**src/rtl/pll_ddr2_rst_seq_pkg.sv**
```systemverilog
// Shared constants, state encodings and saturating-increment helpers for the
// DDR PLL reset/lock sequencer.
package pll_seq_pkg;

  localparam int DEF_RST_CYCLES          = 50;
  localparam int DEF_LOCK_STABLE_CYCLES  = 1000;
  localparam int DEF_LOCK_TIMEOUT_CYCLES = 50000;
  localparam int DEF_MAX_RETRIES         = 7;

  localparam int ATTEMPT_W = 4;
  localparam int RESTART_W = 8;

  typedef logic [2:0] state_t;

  localparam state_t ST_PLL_RST   = 3'd0;
  localparam state_t ST_WAIT_LOCK = 3'd1;
  localparam state_t ST_STABLE    = 3'd2;
  localparam state_t ST_RUN       = 3'd3;
  localparam state_t ST_FAULT     = 3'd4;

  // Diagnostic counters stick at all-ones rather than wrapping.
  function automatic logic [ATTEMPT_W-1:0] attempt_inc(input logic [ATTEMPT_W-1:0] a);
    return (&a) ? a : a + 1'b1;
  endfunction

  function automatic logic [RESTART_W-1:0] restart_inc(input logic [RESTART_W-1:0] r);
    return (&r) ? r : r + 1'b1;
  endfunction

endpackage

```
**src/rtl/pll_ddr2_rst_seq_sync_2ff.sv**
```systemverilog
// Single-bit two-flop synchronizer with synchronous active-high clear.
module sync_2ff (
  input  logic clk,
  input  logic reset,
  input  logic d,
  output logic q
);

  logic meta;

  always_ff @(posedge clk) begin
    if (reset) begin
      meta <= 1'b0;
      q    <= 1'b0;
    end else begin
      meta <= d;
      q    <= meta;
    end
  end

endmodule

```
**src/rtl/pll_ddr2_rst_seq.sv**
```systemverilog
// DDR PLL reset/lock sequencer: pulses the PLL reset, qualifies lock, releases
// the DDR reset after a stable interval, and retries or faults on failure.
module pll_ddr2_rst_seq
  import pll_seq_pkg::*;
#(
  parameter int RST_CYCLES          = DEF_RST_CYCLES,
  parameter int LOCK_STABLE_CYCLES  = DEF_LOCK_STABLE_CYCLES,
  parameter int LOCK_TIMEOUT_CYCLES = DEF_LOCK_TIMEOUT_CYCLES,
  parameter int MAX_RETRIES         = DEF_MAX_RETRIES
) (
  input  logic                 clkin,
  input  logic                 reset,
  input  logic                 pll_lock,
  input  logic                 rearm,
  output logic                 pll_reset,
  output logic                 ddr_reset,
  output logic                 ready,
  output logic                 fault,
  output logic                 lock_lost,
  output logic [ATTEMPT_W-1:0] attempts,
  output logic [RESTART_W-1:0] restarts
);

  localparam int SEQ_MAX = (RST_CYCLES > LOCK_STABLE_CYCLES) ? RST_CYCLES : LOCK_STABLE_CYCLES;
  localparam int SEQ_W   = $clog2(SEQ_MAX + 1);
  localparam int TO_W    = $clog2(LOCK_TIMEOUT_CYCLES + 1);

  localparam logic [SEQ_W-1:0]     RST_END    = SEQ_W'(RST_CYCLES);
  localparam logic [SEQ_W-1:0]     STABLE_END = SEQ_W'(LOCK_STABLE_CYCLES);
  localparam logic [TO_W-1:0]      TO_END     = TO_W'(LOCK_TIMEOUT_CYCLES - 1);
  localparam logic [ATTEMPT_W-1:0] RETRY_MAX  = ATTEMPT_W'(MAX_RETRIES);

  logic lock_s;

  state_t               state, state_n;
  logic [SEQ_W-1:0]     cnt, cnt_n;
  logic [TO_W-1:0]      tcnt, tcnt_n;
  logic [ATTEMPT_W-1:0] attempts_n;
  logic [RESTART_W-1:0] restarts_n;
  logic                 lock_lost_n;
  logic                 fail;

  sync_2ff u_lock_sync (
    .clk   (clkin),
    .reset (reset),
    .d     (pll_lock),
    .q     (lock_s)
  );

  // cnt times the reset pulse, then the stable-lock run. Retry and rearm
  // entries preload 1 so every pulse is RST_CYCLES wide; after reset it starts
  // at 0, so the first pulse ends RST_CYCLES edges after reset is released.
  always_comb begin
    state_n     = state;
    cnt_n       = cnt;
    tcnt_n      = tcnt;
    attempts_n  = attempts;
    restarts_n  = restarts;
    lock_lost_n = lock_lost;
    fail        = 1'b0;

    case (state)
      ST_PLL_RST: begin
        if (cnt == RST_END) begin
          state_n = ST_WAIT_LOCK;
          cnt_n   = '0;
          tcnt_n  = '0;
        end else begin
          cnt_n = cnt + SEQ_W'(1);
        end
      end
      ST_WAIT_LOCK: begin
        if (tcnt == TO_END) begin
          fail = 1'b1;
        end else begin
          tcnt_n = tcnt + TO_W'(1);
          if (lock_s) begin
            state_n = ST_STABLE;
            cnt_n   = '0;
          end
        end
      end
      ST_STABLE: begin
        // Timeout is checked first so it wins over a coincident final count.
        if (tcnt == TO_END) begin
          fail = 1'b1;
        end else begin
          tcnt_n = tcnt + TO_W'(1);
          if (!lock_s) begin
            state_n = ST_WAIT_LOCK;
          end else if (cnt == STABLE_END) begin
            state_n    = ST_RUN;
            attempts_n = '0;
          end else begin
            cnt_n = cnt + SEQ_W'(1);
          end
        end
      end
      ST_RUN: begin
        if (!lock_s) begin
          state_n     = ST_PLL_RST;
          cnt_n       = SEQ_W'(1);
          lock_lost_n = 1'b1;
          restarts_n  = restart_inc(restarts);
          attempts_n  = ATTEMPT_W'(1);
        end
      end
      ST_FAULT: begin
        if (rearm) begin
          state_n    = ST_PLL_RST;
          cnt_n      = SEQ_W'(1);
          attempts_n = '0;
        end
      end
      default: begin
        state_n = ST_PLL_RST;
        cnt_n   = SEQ_W'(1);
      end
    endcase

    if (fail) begin
      attempts_n = attempt_inc(attempts);
      if (attempts_n >= RETRY_MAX) begin
        state_n = ST_FAULT;
      end else begin
        state_n    = ST_PLL_RST;
        cnt_n      = SEQ_W'(1);
        restarts_n = restart_inc(restarts);
      end
    end
  end

  // Outputs decode the next state so they move on the same edge as the state.
  always_ff @(posedge clkin) begin
    if (reset) begin
      state     <= ST_PLL_RST;
      cnt       <= '0;
      tcnt      <= '0;
      attempts  <= '0;
      restarts  <= '0;
      lock_lost <= 1'b0;
      pll_reset <= 1'b1;
      ddr_reset <= 1'b1;
      ready     <= 1'b0;
      fault     <= 1'b0;
    end else begin
      state     <= state_n;
      cnt       <= cnt_n;
      tcnt      <= tcnt_n;
      attempts  <= attempts_n;
      restarts  <= restarts_n;
      lock_lost <= lock_lost_n;
      pll_reset <= (state_n == ST_PLL_RST) || (state_n == ST_FAULT);
      ddr_reset <= (state_n != ST_RUN);
      ready     <= (state_n == ST_RUN);
      fault     <= (state_n == ST_FAULT);
    end
  end

endmodule

```
**config.mk**
```make
export PLATFORM = sky130hd
export DESIGN_NAME = pll_ddr2_rst_seq
export DESIGN_NICKNAME = d
export VERILOG_FILES = /design/src/rtl/pll_ddr2_rst_seq_pkg.sv /design/src/rtl/pll_ddr2_rst_seq_sync_2ff.sv /design/src/rtl/pll_ddr2_rst_seq.sv
export SDC_FILE = /design/constraint.sdc
export NUM_CORES = 1
export LEC_CHECK = 0
export BUFFER_PORTS_ARGS = -buffer_cell sky130_fd_sc_hd__buf_2
export CAP_MARGIN = 25
export CELL_PAD_IN_SITES_DETAIL_PLACEMENT = 1
export CELL_PAD_IN_SITES_GLOBAL_PLACEMENT = 2
export CORE_UTILIZATION = 35
export CTS_CLUSTER_SIZE = 8
export DETAILED_ROUTE_END_ITERATION = 8
export GPL_ROUTABILITY_DRIVEN = 0
export PLACE_DENSITY_LB_ADDON = 0.1
export SYNTH_ARGS = -nofsm -noshare
export SYNTH_HDL_FRONTEND = slang
export SYNTH_SLANG_ARGS = --single-unit
```
**constraint.sdc**
```tcl
create_clock -name clkin -period 5.3 [get_ports clkin]
set_input_delay 1.59 -clock clkin [delete_from_list [all_inputs] [get_ports clkin]]
set_output_delay 1.59 -clock clkin [all_outputs]
set_load 0.02 [all_outputs]
```
; ---- After elaboration in Yosys (flattened, before gate mapping)
; Cells that the tools add are included.
[classes]
n_addsub = 4
magnitude_cmp = 1
eq_ne = 17
muxes = 40
bitwise = 1
n_reduce_logical = 11
[op_table]
columns = cell, n
row1 = 2-to-1 mux 10 bit, 10
row2 = one-hot mux 10 bit (5 select lines), 1
row3 = 2-to-1 mux 8 bit, 5
row4 = 2-to-1 mux 16 bit, 2
row5 = one-hot mux 16 bit (2 select lines), 1
row6 = 2-to-1 mux 3 bit, 10
row7 = 2-to-1 mux 4 bit, 7
row8 = adder 16 x 1 -> 16 bit (second input constant), 1
row9 = == test 16 bit (second input constant), 1
row10 = one-hot mux 3 bit (5 select lines), 1
row11 = inequality test 3 bit (second input constant), 4
row12 = one-hot mux 4 bit (3 select lines), 1
row13 = adder 10 x 1 -> 10 bit (second input constant), 1
row14 = == test 10 bit (second input constant), 1
row15 = == test 10 x 6 -> 1 bit (second input constant), 1
row16 = == test 3 x 2 -> 1 bit (second input constant), 3
row17 = adder 8 x 1 -> 8 bit (second input constant), 1
row18 = AND reduction 8 bit, 1
row19 = == test 3 bit (second input constant), 2
row20 = zero test 3 bit, 2
row21 = inequality test 3 x 2 -> 1 bit (second input constant), 2
row22 = AND reduction 6 bit, 1
row23 = adder 4 x 1 -> 4 bit (second input constant), 1
row24 = greater-or-equal comparator 4 x 3 -> 1 bit (second input constant), 1
row25 = other kinds (11), 13
[word_totals]
regBits = 48
inputBits = 4
out_inout_bits = 17

; ---- Logic depth before layout (Yosys ltp)
[depth]
depth_word = 8
mapped_depth = 9
depth_no_buf = 8

; ---- By module
; Synthesis repeated with hierarchy kept, for this count alone.
[unflattened]
hier_cells = 324
area_unflattened_um2 = 2662.6
[by_module_without_submodules]
columns = module, n_inst, cells_per_inst, area_per_inst_um2, seq_area_each_um2
row1 = pll_ddr2_rst_seq, 1, 320, 2610.0, 920.9
row2 = sync_2ff, 1, 4, 52.6, 40.0

; ---- Least setup slack after synthesis
; Ideal clock, no wire load.
[synth_path]
path_kind = input to register
startpoint = in rearm
endpoint = reg cnt[4]
setup_ns = 0.132
t_arrival_ns = 2.382
required_ns = 5.168
slack_ns = 2.786
stages = 5
path_buffers = 0
cell_sequence = nand3b_1 > o21ai_0 > a211o_1 > o21ai_0 > a21oi_1
[synth_between]
elab_chain_cells = 4
[synth_lines]
columns = item, line_no
row1 = start: declaration, pll_ddr2_rst_seq.sv:14  ; input logic rearm,
row2 = 2-to-1 mux 10 bit *, pll_ddr2_rst_seq.sv:109  ; if (rearm) begin
row3 = one-hot mux 10 bit (5 select lines) *, pll_ddr2_rst_seq.sv:62  ; case (state)
row4 = 2-to-1 mux 10 bit, pll_ddr2_rst_seq.sv:123  ; if (attempts_n >= RETRY_MAX) begin
row5 = 2-to-1 mux 10 bit *, pll_ddr2_rst_seq.sv:121  ; if (fail) begin
row6 = end signal: assignment, pll_ddr2_rst_seq.sv:148  ; cnt <= cnt_n;
row7 = end: declaration, pll_ddr2_rst_seq.sv:36  ; logic [SEQ_W-1:0] cnt, cnt_n;
; Mark *: on every way between the ends. The rest lies on a longest branch, timed or not.
; A chain may end at the register's enable or synchronous reset.

; ---- Worst setup path in the final report
[layout_path]
startpoint = reg attempts[0]
endpoint = out attempts[0]
[layout_rtl]
columns = item, line_no
row1 = start: declaration, pll_ddr2_rst_seq.sv:20  ; output logic [ATTEMPT_W-1:0] attempts,
row2 = start signal: assignment, pll_ddr2_rst_seq.sv:150  ; attempts <= attempts_n;
; No word-level cell between the ends.

==> impl_metrics.env <==
export IMPL_status="completed"
export IMPL_cts_sinks=48
export IMPL_critPathKind="reg2out"
export IMPL_hold_violations=0
export IMPL_hold_buffers=0
export IMPL_powerDensity_nw_per_um2=218
export IMPL_cpMaxStageDelayCell="dfxtp_1"
export IMPL_clockPowerShare_pct=42.4
export IMPL_period_needed_ns=2.62
export IMPL_cts_root_buf="clkbuf_8"
export IMPL_coreArea_um2=7770
export IMPL_synth_simple_area_share_pct=32.3
export IMPL_synth_xor_xnor_area_share_pct=0.311
export IMPL_dieArea_um2=8410
export IMPL_hold_ws_ns=0.457
export IMPL_grt_setup_unrepaired="no"
export IMPL_max_stage_delay_ns=0.51
export IMPL_synthMuxAreaShare_pct=1.47
export IMPL_synthFlopType="dfxtp_1"
export IMPL_crit_arrival_ns=1.03
export IMPL_dp_worst_setup_slack_ns=2.40
export IMPL_grt_overflow_total=0
export IMPL_synth_top_family_by_area="simple AND/OR/NAND/NOR gates"
export IMPL_wire_per_inst_um=16.6
export IMPL_drc=0
export IMPL_required_ns=3.71
export IMPL_placed_area_um2=2970
export IMPL_p_sw_uw=149
export IMPL_via_per_inst=5.65
export IMPL_yosysWarnings=0
export IMPL_hpwl_um=5650
export IMPL_stdcell_area_um2=3100
export IMPL_critPathLaunchType="flip-flop"
export IMPL_numCtsBuffers=5
export IMPL_routed_wl_um=7840
export IMPL_antenna_found_initial=0
export IMPL_num_io_pins=21
export IMPL_synth_ff_latch_count=48
export IMPL_worst_slew_pin_slew_ns=0.781
export IMPL_finalSetupTns_ns=0
export IMPL_path_clk_slew_ns=0.09
export IMPL_drv_slew=0
export IMPL_grt_max_degree=41
export IMPL_h_tree_depth=2
export IMPL_crit_family="flip-flops"
export IMPL_io_buffers=20
export IMPL_skew_ns=0.00652
export IMPL_post_synth_top_area_cell="dfxtp_1"
export IMPL_yosysSeqAreaShare_pct=34.1
export IMPL_p_seq_share_pct=54.6
export IMPL_final_cells=472
export IMPL_syn_nets=367
export IMPL_grt_pass1_wl_um=13400
export IMPL_cellLeakagePower_uw=0.00109
export IMPL_netlist_cell_type_count=59
export IMPL_die_h_um=91.7
export IMPL_p_sw_share_pct=22.1
export IMPL_finalSetupViolCount=0
export IMPL_synth_compound_area_share_pct=25.0
export IMPL_synthCells=357
export IMPL_p_int_uw=525
export IMPL_synth_enable_flop_cells=0
export IMPL_finalNetCount=379
export IMPL_clock_latency_ns=0.30
export IMPL_drt_pass1_iter_count=4
export IMPL_max_freq_mhz=381
export IMPL_end_kind="primary output"
export IMPL_cts_max_path_buffers=2
export IMPL_grt_pass1_vias=2669
export IMPL_avgSynthCellArea_um2=7.89
export IMPL_synth_most_common_cell="dfxtp_1"
export IMPL_crit_path_max_fanout=9
export IMPL_gr_usage_all_layers_pct=19.7
export IMPL_synthAdderAreaFrac_pct=2.67
export IMPL_share_comb_of_total_power_pct=3.0
export IMPL_drive_gt1_share_pct=11.6
export IMPL_n_fill_cell=979
export IMPL_synth_area_top_cells="dfxtp_1 (34%), a21oi_1 (5.3%), nand2_1 (5.1%)"
export IMPL_hold_class="reg2reg"
export IMPL_async_reset_ff_share_pct=0
export IMPL_vdd_drop_max_uv=89.9
export IMPL_initial_core_util_pct=36.2
export IMPL_num_vias=2666
export IMPL_die_w_um=91.7
export IMPL_synth_top_area_share_pct=34.1
export IMPL_drtIter0Drc=59
export IMPL_cts_resized=0
export IMPL_syn_area_um2=2820
export IMPL_n_antenna_cell=0
export IMPL_relSlewSlack_pct=47.4
export IMPL_cts_setup_buffers=0
export IMPL_ant_nets=0
export IMPL_areaGrowthSynthToFinish_pct=9.96
export IMPL_placed_cells=464
export IMPL_path_buf_inv=1
export IMPL_period_share_pct=49.5
export IMPL_cts_tree="yes"
export IMPL_setup_ws_ns=2.68
export IMPL_rows=32
export IMPL_cap_violations=0
export IMPL_synthTopCellsByCount="dfxtp_1 (48), nand2_1 (38), nor2_1 (32)"
export IMPL_path_cells="buf_2"
[cell type report]
type / count / area, µm² / share of cell area [%]
Tap cell: 102 / 128 / 4.12
Inverter: 9 / 33.8 / 1.09
Clock buffer: 6 / 82.6 / 2.67
Timing Repair Buffer: 22 / 115 / 3.72
Multi-Input combinational cell: 283 / 1740 / 56.1
Clock inverter: 2 / 38.8 / 1.25
Sequential cell: 48 / 961 / 31.0
[cells in the final DEF (no fill, tap or decap), types with 6 or more instances in the layout]
master / n
a311oi_1: 6
nor2_1: 32
buf_2: 20
o31ai_1: 9
ha_1: 6
or3_1: 6
nand2_1: 38
a21o_1: 8
dfxtp_1: 48
inv_1: 9
and3_1: 9
nand3_1: 18
a21oi_1: 30
clkbuf_8: 6
o21ai_0: 19
nor2b_1: 7
nor3_1: 9
a31oi_1: 10
nand2b_1: 7
[state kept, by name, indices dropped and copies added (netlist names)]
| name | flops |
|---|---|
| ddr_reset | 1 |
| ready | 1 |
| u_lock_sync.q | 1 |
| fault | 1 |
| pll_reset | 1 |
| u_lock_sync.meta | 1 |
| restarts | 8 |
| state | 3 |
| attempts | 4 |
| lock_lost | 1 |
| tcnt | 16 |
| cnt | 10 |
[per-stage QoR]
step	total power, µW	utilization (%)
2_1_floorplan	390	-
3_3_place_gp	396	38.3
3_5_place_dp	397	38.3
4_1_cts	686	39.9
5_1_grt	704	39.9
6_report	674	39.9
[kinds of logic (layout without fill, tap and decap cells)]
group	Yosys count	after routing
AO/OA/AOI/OAI	108	108
XOR/XNOR	1	1
adder cells (fa/ha/maj)	6	6
buffers and inverters	26	39
flip-flops	48	48
multiplexers	4	4
AND/OR/NAND/NOR	164	164
[power groups by stage]
stage	Sequential [µW]	Combinational (µW)	Clock, µW
after floorplan	374	16.0	0
final	368	20.1	286
after global placement	376	20.1	0
after CTS	368	20.6	298
after detailed placement	376	20.4	0
after global routing	368	23.1	313
[final timing paths]
path | to | start | slack (ns) | cells past startpoint
worst max register to register | restarts[2]$_SDFF_PP0_ | attempts[0]$_SDFFE_PP0P_ | 2.75 | 7
worst min-delay path | u_lock_sync.q$_SDFF_PP0_ | u_lock_sync.meta$_SDFF_PP0_ | 0.46 | 1
worst max-delay path | attempts[0] | attempts[0]$_SDFFE_PP0P_ | 2.68 | 1
worst min register to register | u_lock_sync.q$_SDFF_PP0_ | u_lock_sync.meta$_SDFF_PP0_ | 0.46 | 1
[metal layers]
layer / track usage, % / part of all wire (%) / up-vias
li1: - / - / 1348
met1: 25.3 / 48 / 1298
met2: 34.2 / 49 / 16
met3: 2.49 / 1.8 / 4
met4: 6.35 / 0.91 / 0
met5: 0 / 0 / -
Note: power is estimated with default switching activity, not from simulation.
